===== src/rtl/gshare_ongorucu_p.sv =====
// Parametrised gshare direction predictor: combinational fetch-side prediction, execute-side training.
// Optional statistics counters are enabled by defining ONGORUCU_ISTAT_EN.
module gshare_ongorucu_p #(
  parameter int INDEKS_BIT      = 10,
  parameter int GECMIS_BIT      = 10,
  parameter int SAYAC_BIT       = 2,
  parameter int SAYAC_BASLANGIC = 2 ** (SAYAC_BIT - 1)
) (
  input  logic        i_clk,
  input  logic        i_rst,
  input  logic [31:0] i_getir_ps,
  input  logic [31:0] i_getir_buyruk,
  input  logic        i_getir_gecerli,
  input  logic [31:0] i_yurut_ps,
  input  logic [31:0] i_yurut_buyruk,
  input  logic        i_yurut_dallan,
  input  logic        i_yurut_gecerli,
  output logic        o_sonuc_dallan,
  output logic [31:0] o_sonuc_dallan_ps,
  output logic        o_hazir
`ifdef ONGORUCU_ISTAT_EN
  ,
  output logic [31:0] o_istat_dallan,
  output logic [31:0] o_istat_yanlis
`endif
);

  localparam int TABLO_BOY = 2 ** INDEKS_BIT;
  localparam logic [6:0] OPC_B   = 7'b1100011;
  localparam logic [6:0] OPC_JAL = 7'b1101111;
  localparam logic [SAYAC_BIT-1:0]  SAYAC_MAKS = {SAYAC_BIT{1'b1}};
  localparam logic [SAYAC_BIT-1:0]  SAYAC_ILK  = SAYAC_BIT'(SAYAC_BASLANGIC);
  localparam logic [INDEKS_BIT-1:0] SON_INDEKS = INDEKS_BIT'(TABLO_BOY - 1);

  typedef enum logic {TEMIZLE, HAZIR} durum_t;

  durum_t                 r_durum;
  durum_t                 w_durumSonraki;
  logic [INDEKS_BIT-1:0]  r_sayac;
  logic [GECMIS_BIT-1:0]  r_gecmis;
  logic [SAYAC_BIT-1:0]   r_tablo [TABLO_BOY];

  logic                   w_hazir;
  logic [INDEKS_BIT-1:0]  w_gecmisGenis;
  logic [INDEKS_BIT-1:0]  w_getirIdx;
  logic [INDEKS_BIT-1:0]  w_yurutIdx;
  logic [SAYAC_BIT-1:0]   w_getirSayac;
  logic [SAYAC_BIT-1:0]   w_yurutSayac;
  logic [SAYAC_BIT-1:0]   w_sayacYeni;
  logic [GECMIS_BIT:0]    w_gecmisKaydir;
  logic                   w_egit;
  logic [31:0]            w_arti4;
  logic [31:0]            w_bImm;
  logic [31:0]            w_jImm;
  logic                   w_unused;

  assign w_gecmisGenis  = INDEKS_BIT'(r_gecmis);
  assign w_getirIdx     = i_getir_ps[INDEKS_BIT+1:2] ^ w_gecmisGenis;
  assign w_yurutIdx     = i_yurut_ps[INDEKS_BIT+1:2] ^ w_gecmisGenis;
  assign w_getirSayac   = r_tablo[w_getirIdx];
  assign w_yurutSayac   = r_tablo[w_yurutIdx];
  assign w_gecmisKaydir = {r_gecmis, i_yurut_dallan};
  assign w_egit         = w_hazir && i_yurut_gecerli && (i_yurut_buyruk[6:0] == OPC_B);
  assign w_arti4        = i_getir_ps + 32'd4;
  assign w_bImm = {{19{i_getir_buyruk[31]}}, i_getir_buyruk[31], i_getir_buyruk[7],
                   i_getir_buyruk[30:25], i_getir_buyruk[11:8], 1'b0};
  assign w_jImm = {{11{i_getir_buyruk[31]}}, i_getir_buyruk[31], i_getir_buyruk[19:12],
                   i_getir_buyruk[20], i_getir_buyruk[30:21], 1'b0};
  assign w_unused = ^{i_yurut_ps[31:INDEKS_BIT+2], i_yurut_ps[1:0], i_yurut_buyruk[31:7],
                      w_gecmisKaydir[GECMIS_BIT]};
  assign o_hazir = w_hazir;

  always_ff @(posedge i_clk) begin
    if (i_rst) begin
      r_durum <= TEMIZLE;
      r_sayac <= '0;
    end else begin
      r_durum <= w_durumSonraki;
      if (r_durum == TEMIZLE) r_sayac <= r_sayac + INDEKS_BIT'(1);
    end
  end

  always_comb begin
    w_durumSonraki = r_durum;
    w_hazir        = 1'b0;
    case (r_durum)
      TEMIZLE: if (r_sayac == SON_INDEKS) w_durumSonraki = HAZIR;
      HAZIR:   w_hazir = 1'b1;
      default: w_durumSonraki = TEMIZLE;
    endcase
  end

  always_comb begin
    w_sayacYeni = w_yurutSayac;
    if (i_yurut_dallan) begin
      if (w_yurutSayac != SAYAC_MAKS) w_sayacYeni = w_yurutSayac + SAYAC_BIT'(1);
    end else begin
      if (w_yurutSayac != '0) w_sayacYeni = w_yurutSayac - SAYAC_BIT'(1);
    end
  end

  // Reset blocks every table write; the sweep itself fills the table afterwards.
  always_ff @(posedge i_clk) begin
    if (!i_rst) begin
      if (r_durum == TEMIZLE) r_tablo[r_sayac] <= SAYAC_ILK;
      else if (w_egit) r_tablo[w_yurutIdx] <= w_sayacYeni;
    end
  end

  always_ff @(posedge i_clk) begin
    if (i_rst) r_gecmis <= '0;
    else if (w_egit) r_gecmis <= w_gecmisKaydir[GECMIS_BIT-1:0];
  end

  always_comb begin
    o_sonuc_dallan    = 1'b0;
    o_sonuc_dallan_ps = w_arti4;
    if (w_hazir && i_getir_gecerli) begin
      if (i_getir_buyruk[6:0] == OPC_JAL) begin
        o_sonuc_dallan    = 1'b1;
        o_sonuc_dallan_ps = i_getir_ps + w_jImm;
      end else if (i_getir_buyruk[6:0] == OPC_B) begin
        o_sonuc_dallan = w_getirSayac[SAYAC_BIT-1];
        if (w_getirSayac[SAYAC_BIT-1]) o_sonuc_dallan_ps = i_getir_ps + w_bImm;
      end
    end
  end

`ifdef ONGORUCU_ISTAT_EN
  logic [31:0] r_istatDallan;
  logic [31:0] r_istatYanlis;

  // Misprediction compares the pre-update counter MSB against the resolved direction.
  always_ff @(posedge i_clk) begin
    if (i_rst) begin
      r_istatDallan <= '0;
      r_istatYanlis <= '0;
    end else if (w_egit) begin
      if (r_istatDallan != 32'hFFFFFFFF) r_istatDallan <= r_istatDallan + 32'd1;
      if ((w_yurutSayac[SAYAC_BIT-1] != i_yurut_dallan) && (r_istatYanlis != 32'hFFFFFFFF))
        r_istatYanlis <= r_istatYanlis + 32'd1;
    end
  end

  assign o_istat_dallan = r_istatDallan;
  assign o_istat_yanlis = r_istatYanlis;
`endif

endmodule

===== config.mk =====
export PLATFORM = sky130hd
export DESIGN_NAME = gshare_ongorucu_p
export DESIGN_NICKNAME = d
export VERILOG_FILES = /design/src/rtl/gshare_ongorucu_p.sv
export SDC_FILE = /design/constraint.sdc
export NUM_CORES = 2
export LEC_CHECK = 0
export ABC_AREA = 1
export CAP_MARGIN = 10
export CELL_PAD_IN_SITES_DETAIL_PLACEMENT = 1
export CELL_PAD_IN_SITES_GLOBAL_PLACEMENT = 2
export CORE_UTILIZATION = 38
export CTS_CLUSTER_SIZE = 40
export DETAILED_ROUTE_END_ITERATION = 8
export PLACE_DENSITY_LB_ADDON = 0.08
export SLEW_MARGIN = 20
export SYNTH_ARGS = -nofsm -noshare
export SYNTH_HDL_FRONTEND = slang
export SYNTH_SLANG_ARGS = --single-unit

===== constraint.sdc =====
create_clock -name i_clk -period 44.2 [get_ports i_clk]
set_input_delay 8.84 -clock i_clk [delete_from_list [all_inputs] [get_ports i_clk]]
set_output_delay 8.84 -clock i_clk [all_outputs]
set_load 0.1 [all_outputs]

==> results.ini <==
[outcome]
status = finished clean

[placement]
hpwl_um = 229000
placed_cell_area_um2 = 106000
io_buffer_count = 117
place_inst = 13500
place_ws_ns = 17.57
gp_congestion = 0.839

[timing]
worstMarginPinSlew_ns = 1.19
rsz0062_at_grt = false
finalCritPeriodShare = 0.604
max_freq_mhz = 37.5
slew_viol_final = 0
fin_skew_ns = 0.0744
hold_violations = 0
fin_crit_ns = 26.69
finalSetupViolations = 0
setup_ws_ns = 17.51
max_slew_margin = 0.208
fin_tns_setup_ns = 0

[cells_and_area]
areaGrowthSynthToFinish_pct = 11.5
seq_area_um2 = 61900
final_util = 0.427
postLayoutCellArea_um2 = 113000
drive_gt1_frac = 0.0844
nNetsFinal = 10400
n_fill_cell = 29300
final_cell_count_no_fill = 14000
multi_input_area_um2 = 35400

[route]
wl_per_cell_um = 30.1
drc = 0
num_vias = 83500
drt-initial-drc-count = 7784
routed_via_density = 5.99
ant_nets = 0
firstDrtPassIters = 5
drt-total-wl_um = 420000

[global_route]
grt_pass1_vias = 85200
grt_overflow_total = 0
grt_max_degree = 230
grt_pass1_wl_um = 600000
antenna_found_initial = 18
grt_use_total = 0.305

[synthesis]
ys_ff_latch = 2069
synth.distinct_cells = 40
netlist.area_leader.share = 0.605
synth_area_leaders = edfxtp_1, nand3_1, nor2_1
netlist_instances = 10500
yosys.area.top_type = edfxtp_1
synth_nets = 10700
ys_warn_count = 0
async_flop_share = 0
synth_edf_count = 2048
synth-seq-area-share = 0.609
synth_top_flop_cell = edfxtp_1
ys_top_cells_by_count = edfxtp_1, nor2_1, nand2_1
syn_area_per_cell_um2 = 9.65
synth.most_common_cell = edfxtp_1
synth_area_um2 = 102000

[setup_path]
start_kind = input pin
crit_fanout = 128
cp_slowest_stage_delay_ns = 1.12
cp.required_ns = 35.36
crit-reg2reg-launch = r_gecmis[0]$_SDFFE_PP0N_
cpMostUsedCell = nand3_1
rr_endpoint = r_tablo[992][0]$_DFFE_PP_
r2r_slack_ns = 33.52
r2r.worst_path.cells = 23
cp_slowest_cell = clkdlybuf4s50_1
critPathCaptureType = primary output
path_class = in -> out
crit_arrival_ns = 17.85

[clock_tree]
root_buffer = clkbuf_16
cts_setup_buffers = 0
cts_resized = 0
clk_path_buf_depth = 4
htree_num_levels = 4
cts_tree = yes
clk_latency_ns = 0.93
postCtsHoldBufs = 0
clkSlewWorstSetupHoldPaths_ns = 0.06
cts_buffers = 237
clock-sinks = 2069

[power]
power.leakage_nw = 41.5
p_per_area_nw_per_um2 = 39.1
ir_worst_vdd_v = 0.0000375

[floorplan]
io_pins = 167
core-area_um2 = 266000
dieArea_um2 = 270000
start_util = 0.383
die_w_um = 519
die_height_um = 519
rows = 189

[min_path]
hold_class = reg -> reg
hold_depth = 2
hold_path_end = r_sayac[9]$_SDFFE_PP0N_
min_from = r_sayac[9]$_SDFFE_PP0N_

[job]
cap_violations = 0

-- sequential cells by signal, indices dropped and copies added, names as in the netlist --
| register | count |
|---|---|
| r_sayac | 10 |
| r_tablo | 2048 |
| r_gecmis | 10 |
| r_durum | 1 |
-- layout make-up --
cell class,count,area share
Timing Repair Buffer,332,0.0264
Inverter,351,0.0120
Tap cell,3533,0.0390
Clock buffer,285,0.0544
Multi-Input combinational cell,7236,0.312
Clock inverter,143,0.0102
Sequential cell,2069,0.546
Antenna cell,5,0.000110
-- placed cells by master (no fill, tap or decap), drive strengths merged, types with 117 or more instances in the layout --
cell           synthesis  routed
a21oi                157     157
buf                  312     215
clkbuf               572     285
clkdlybuf4s50          0     117
clkinv                 1     117
edfxtp              2048    2048
inv                  350     352
nand2               1521    1521
nand3               1488    1488
nor2                1791    1791
o211ai               428     428
o21ai               1092    1092
o22ai                166     166
or2                  254     254
-- cells by family after synthesis --
logic type               share of synthesized area
adder cells (fa/ha/maj)                    0.00593
flip-flops                                   0.609
AO/OA/AOI/OAI                                0.114
buffers and inverters                       0.0482
AND/OR/NAND/NOR                              0.216
XOR/XNOR                                   0.00689
-- critical path, delay by kind of cell --
family	cells	cell delay (ns)
buffers and inverters	8	4.60
AND/OR/NAND/NOR	16	3.92
AO/OA/AOI/OAI	1	0.14
-- layer usage --
layer,vias up,wire length [µm],GRT usage,share of wire
met5,-,0,0,0
met4,0,15800,0.107,0.038
met3,669,26200,0.0413,0.062
met2,2812,198000,0.502,0.47
met1,43300,180000,0.411,0.43
li1,36700,-,-,-
-- power breakdown --
part	total (mW)	switching [mW]	leakage, nW	internal (mW)
sequential	2.12	0.000344	24.2	2.12
clock	1.91	0.821	3.60	1.09
combinational	0.410	0.303	13.7	0.107
-- worst max path at each step --
stage | slack, ns | end | from | cells past startpoint
4_1_cts | 17.60 | o_sonuc_dallan_ps[29] | i_getir_ps[2] | 25
2_1_floorplan | 4.78 | r_tablo[0][0]$_DFFE_PP_ | i_yurut_ps[2] | 20
3_3_place_gp | 17.63 | o_sonuc_dallan_ps[30] | i_getir_ps[2] | 25
5_1_grt | 17.15 | o_sonuc_dallan_ps[29] | i_getir_ps[2] | 25
3_5_place_dp | 17.57 | o_sonuc_dallan_ps[29] | i_getir_ps[2] | 25
6_report | 17.51 | o_sonuc_dallan_ps[29] | i_getir_ps[2] | 25
-- stage by stage --
| step | hold slack, ns | total power, mW |
|---|---|---|
| after floorplan | 0.449 | 2.40 |
| after global placement | 0.478 | 2.57 |
| after detailed placement | 0.483 | 2.57 |
| after CTS | 0.491 | 4.46 |
| after global routing | 0.532 | 4.55 |
| final | 0.494 | 4.44 |
Power figures use the tool's default switching activity.
